### src/rtl/multiword_add_sequencer.sv
// Sequences a wide add through an external 3-bit adder slice, one chunk per clock, LSB first.
// Optional signed-overflow output is enabled by defining MULTIWORD_ADD_OVF_EN.
module multiword_add_sequencer #(
  parameter int N_CHUNKS = 4
) (
  input  logic                  clk,
  input  logic                  rst,
  input  logic                  start,
  input  logic [3*N_CHUNKS-1:0] op_a,
  input  logic [3*N_CHUNKS-1:0] op_b,
  input  logic                  cin,
  output logic                  busy,
  output logic                  done,
  output logic [3*N_CHUNKS-1:0] result,
  output logic                  cout,
`ifdef MULTIWORD_ADD_OVF_EN
  output logic                  ovf,
`endif
  output logic [2:0]            add_a,
  output logic [2:0]            add_b,
  output logic                  add_cin,
  input  logic [2:0]            add_sum,
  input  logic                  add_cout
);

  localparam int W  = 3 * N_CHUNKS;
  localparam int IW = (N_CHUNKS > 1) ? $clog2(N_CHUNKS) : 1;

  localparam logic [1:0] IDLE = 2'd0;
  localparam logic [1:0] RUN  = 2'd1;
  localparam logic [1:0] DONE = 2'd2;

  logic [1:0]    state_reg;
  logic [IW-1:0] idx_reg;
  logic          carry_reg;
  logic [W-1:0]  a_reg;
  logic [W-1:0]  b_reg;
  logic [W-1:0]  result_reg;
  logic          cout_reg;
  logic          last_chunk;

  assign last_chunk = (idx_reg == IW'(N_CHUNKS - 1));

`ifdef MULTIWORD_ADD_OVF_EN
  logic ovf_reg;
  logic ovf_next;

  // The last chunk holds the MSB, so add_sum[2] is the final result[W-1].
  assign ovf_next = (a_reg[W-1] == b_reg[W-1]) && (add_sum[2] != a_reg[W-1]);
  assign ovf      = ovf_reg;
`endif

  always_ff @(posedge clk) begin
    if (rst) begin
      state_reg  <= IDLE;
      idx_reg    <= '0;
      carry_reg  <= 1'b0;
      a_reg      <= '0;
      b_reg      <= '0;
      result_reg <= '0;
      cout_reg   <= 1'b0;
`ifdef MULTIWORD_ADD_OVF_EN
      ovf_reg    <= 1'b0;
`endif
    end else begin
      case (state_reg)
        IDLE: begin
          if (start) begin
            a_reg      <= op_a;
            b_reg      <= op_b;
            carry_reg  <= cin;
            idx_reg    <= '0;
            result_reg <= '0;
            cout_reg   <= 1'b0;
`ifdef MULTIWORD_ADD_OVF_EN
            ovf_reg    <= 1'b0;
`endif
            state_reg  <= RUN;
          end
        end
        RUN: begin
          result_reg[3*idx_reg +: 3] <= add_sum;
          carry_reg                  <= add_cout;
          if (last_chunk) begin
            cout_reg  <= add_cout;
`ifdef MULTIWORD_ADD_OVF_EN
            ovf_reg   <= ovf_next;
`endif
            state_reg <= DONE;
          end else begin
            idx_reg <= idx_reg + IW'(1);
          end
        end
        DONE:    state_reg <= IDLE;
        default: state_reg <= IDLE;
      endcase
    end
  end

  // Slice inputs are quiet outside RUN so the shared adder sees no stale operands.
  always_comb begin
    add_a   = 3'b000;
    add_b   = 3'b000;
    add_cin = 1'b0;
    if (state_reg == RUN) begin
      add_a   = a_reg[3*idx_reg +: 3];
      add_b   = b_reg[3*idx_reg +: 3];
      add_cin = carry_reg;
    end
  end

  assign busy   = (state_reg != IDLE);
  assign done   = (state_reg == DONE);
  assign result = result_reg;
  assign cout   = cout_reg;

endmodule

### config.mk
export PLATFORM = sky130hd
export DESIGN_NAME = multiword_add_sequencer
export DESIGN_NICKNAME = d
export VERILOG_FILES = /design/src/rtl/multiword_add_sequencer.sv
export SDC_FILE = /design/constraint.sdc
export NUM_CORES = 1
export LEC_CHECK = 0
export ABC_AREA = 1
export BUFFER_PORTS_ARGS = -buffer_cell sky130_fd_sc_hd__buf_2
export CAP_MARGIN = 20
export CORE_ASPECT_RATIO = 2
export CORE_MARGIN = 5
export CORE_UTILIZATION = 52
export DETAILED_ROUTE_END_ITERATION = 10
export PLACE_DENSITY = 0.87
export SLEW_MARGIN = 0
export SYNTH_ARGS = -nofsm -noshare
export SYNTH_HDL_FRONTEND = slang
export SYNTH_SLANG_ARGS = --single-unit
### constraint.sdc
create_clock -name clk -period 2.06 [get_ports clk]
set_clock_uncertainty 0.05 [all_clocks]
set_input_delay 0.206 -clock clk [delete_from_list [all_inputs] [get_ports clk]]
set_output_delay 0.206 -clock clk [all_outputs]
set_load 0.05 [all_outputs]
==> results.md <==
- STA classifies the critical path endpoint as an output port.
- The total die area is 0.005226 mm².
- The post-detailed-route via-to-cell ratio is 5.284.
- The synthesis warning total is 0.
- The final-report max-slew violation count is 0.
- In this run the count of I/O pins placed on the die edge is 54.
- Setup repair after global routing left no endpoint under its margin.
- The main combinational cell family by area after synthesis is simple AND/OR/NAND/NOR gates.
- From synthesis to final layout, the design area changed by 18.79%.
- The average wire per standard cell is 13.02 µm.
- Of the total synthesized cell area, the portion taken by XOR and XNOR cells is 0%.
- The number of hold violations in the final report is 0.
- The number of buffers created by CTS is 5.
- For this design the static power due to leakage is 0.001108 µW.
- Setup violations remaining at the end of the flow were counted as 0.
- The category of the most critical setup path is register to output port.
- The number of levels in the clock H-tree is 2.
- The peak supply drop is 807.3 µV.
- Counting the fill cells in the layout gives 360.
- The data arrival time of the worst path is 1.65 ns.
- The run finished with clean final reports.
- The signal on the critical path passes through buf_4, nor2_1, nor2_1, o21ai_0, a21oi_1, buf_2.
- The slew at the pin closest to its max-slew limit is 0.6537 ns.
- Global routing used 21.69% of the available tracks.
- The final weighted congestion of routability-driven global placement is 0.9305.
- The initial antenna violation count was 0.
- The headroom to the max-slew limit is 56.37%.
- The number of antenna repair diodes is 0.
- The half-perimeter wire length after detailed placement is 3921 µm.
- The portion of the post-synthesis area used by sequential elements is 42.37%.
- After layout, the worst path uses 92.65% of the clock period.
- The post-synthesis net count is 326.
- The library cells used most frequently in the layout, excluding fill and tap cells, are nor2_1, buf_2, dfxtp_1, nand2_1, a21oi_1.
- For this block, the initial DRC count from the detailed router was 63.
- The first global-routing pass estimated 8597 µm of wire.
- Measured along the y axis, the die boundary spans 97.36 µm.
- The count of max-cap constraint violations is 0.
- The via count of the first global-routing pass is 2,004.
- The cell with the most instances on the worst path is nor2_1.
- Across the whole layout, storage elements account for 843.3 µm².
- The routed wire length is 5040 µm.
- Derived from the worst setup path, the maximum achievable clock frequency is 523.9 MHz.
- The multi-input combinational cells in the finished layout cover a total of 964.7 µm².
- The data required time at the worst endpoint is 1.80 ns.
- After Yosys synthesis, and, or, nand and nor cells account for 30.58% of the synthesized area.
- The total core area is 0.003646 mm².
- Summed over all layers, the global routing overflow is 0.
- The synthesized design contains 42 register bits.
- The smallest clock period supported by the final layout is computed as 1.909 ns.
- The kind of start point of the critical path is a register.
- The maximum buffer depth of the clock tree is 2.
- For the worst-skew pair, the clock arrives at the later sink with an insertion delay of 0.29 ns.
- The number of different library cells used by synthesis comes to 21.
- Input and output buffers added on the ports amount to 53.
- The setup slack of the critical path after layout is 0.1514 ns.
- Timing analysis after detailed placement gives a worst setup slack of 0.2800 ns.
- In this run the core area contains 31 standard-cell rows.
- The highest fanout seen on the critical path is 18.
- The count of hold buffers inserted by post-cts repair is 0.
- The library cell used most frequently in the layout, excluding fill and tap cells, is nor2_1.
- The initial utilization of the core area, before any placement, comes to 54.43%.
- Once detail routing completed, the nets flagged for antenna violations numbered 0.
- The longest individual stage delay on the worst path is 0.40 ns.
- The width of the die is 53.68 µm.
- The post-route netlist has 21.60% of its cells at a drive strength greater than 1.
- The number of nets in the finished design is 375.
- The pin count of the biggest net entering global routing is 33.
- The clock root buffer is clkbuf_8.
- CTS saw 42 sinks.
- After clock tree synthesis, the clock-pin slew on the worst setup and hold paths is 0.08 ns.
- The number of DRC violations after detailed routing is 0.
- The accumulated negative setup slack is 0 ns.
- In the synthesized netlist, mux cells make up 0% of the area.
- The cell count after synthesis came out at 288.
- On the critical path, the stage with the largest delay is an instance of dfxtp_2.
- The average instance in the mapped netlist occupies 6.890 µm².
- The fraction of the mapped netlist area in compound gates is 14.12%.
- The post-route worst hold slack is 0.1011 ns.
- The power density of the placed cells is 757.6 mW/mm².
- The cell area that synthesis handed to floorplanning was 0.001984 mm².
- After Yosys synthesis, full adders, half adders and majority gates account for 3.783% of the synthesized area.
- TritonCTS built the clock tree.
- The worst min-delay path class is primary input to register.
- The pre-antenna-repair detailed-routing pass consisted of 4 iterations.
- The detailed router placed 2,045 vias in this run.
-- layer usage --
metal,track usage (%),wire (µm),vias up
li1,-,-,1016
met2,38.04,2823,80
met3,4.762,283,23
met1,22.62,1751,926
met4,10.63,181,0
met5,0,0,-
-- cell usage after synthesis, drive strengths merged --
library cell	number	share of area [%]
buf	11	4.0
a21oi	25	6.3
nand3b	3	1.1
and2	1	0.32
nand4	2	0.63
nand2	37	7.1
ha	6	3.8
clkbuf	4	0.82
nor2	81	16
o21ai	31	7.8
dfxtp	42	42
inv	23	4.4
nand3	22	5.8
-- through the flow --
step | instances | cell area, µm² | power (µW) | utilization (%)
3_3_place_gp | 379 | 2258 | 1253 | 61.94
4_1_cts | 387 | 2351 | 1799 | 64.48
5_1_grt | 387 | 2357 | 1874 | 64.65
6_report | 387 | 2357 | 1786 | 64.65
2_1_floorplan | 288 | 1984 | 1169 | -
3_5_place_dp | 379 | 2258 | 1263 | 61.94
-- path summary, 6_finish.rpt --
check | from | endpoint | slack (ns) | depth (start not counted)
hold / removal | op_a[2] | a_reg[2] | 0.10 | 3
hold reg to reg | a_reg[4] | a_reg[4] | 0.41 | 2
setup / recovery | idx_reg[0] | add_a[1] | 0.15 | 6
setup reg to reg | idx_reg[0] | result[8] | 0.47 | 6
-- report_power, final --
part	internal [µW]	total, µW	switching (µW)
logic	116	353	238
clock network	270	538	268
registers	864	895	30.4
total	1250	1790	536
-- kinds of logic (layout without fill, tap and decap cells) --
| logic type | after synthesis | in the layout |
|---|---|---|
| compound gates | 56 | 56 |
| fa+ha+maj | 6 | 6 |
| buf+inv | 38 | 88 |
| flops | 42 | 42 |
| simple gates | 146 | 146 |
-- critical path, delay by kind of cell, from the launching register on --
kind                   cells  cell delay [ns]
AND/OR/NAND/NOR            2             0.14
buffers and inverters      2             0.53
flip-flops                 1             0.40
AO/OA/AOI/OAI              2             0.28
-- final cells by class --
| type | instances | area share (%) |
|---|---|---|
| well taps | 49 | 2.601 |
| repair buffers | 57 | 13.16 |
| multi-input cells | 208 | 40.92 |
| clock inverters | 1 | 0.2123 |
| clock buffers | 7 | 3.662 |
| inverters | 23 | 3.662 |
| flip-flops and latches | 42 | 35.77 |
-- what timing repair did --
action | in CTS | in global routing
gates resized for setup | 1 | 3
endpoints found under the setup margin | 4 | 6
endpoints found under the hold margin | 0 | 0
setup buffers | 0 | 0
cloned | 0 | 0
Note: power is estimated with default switching activity, not from simulation.
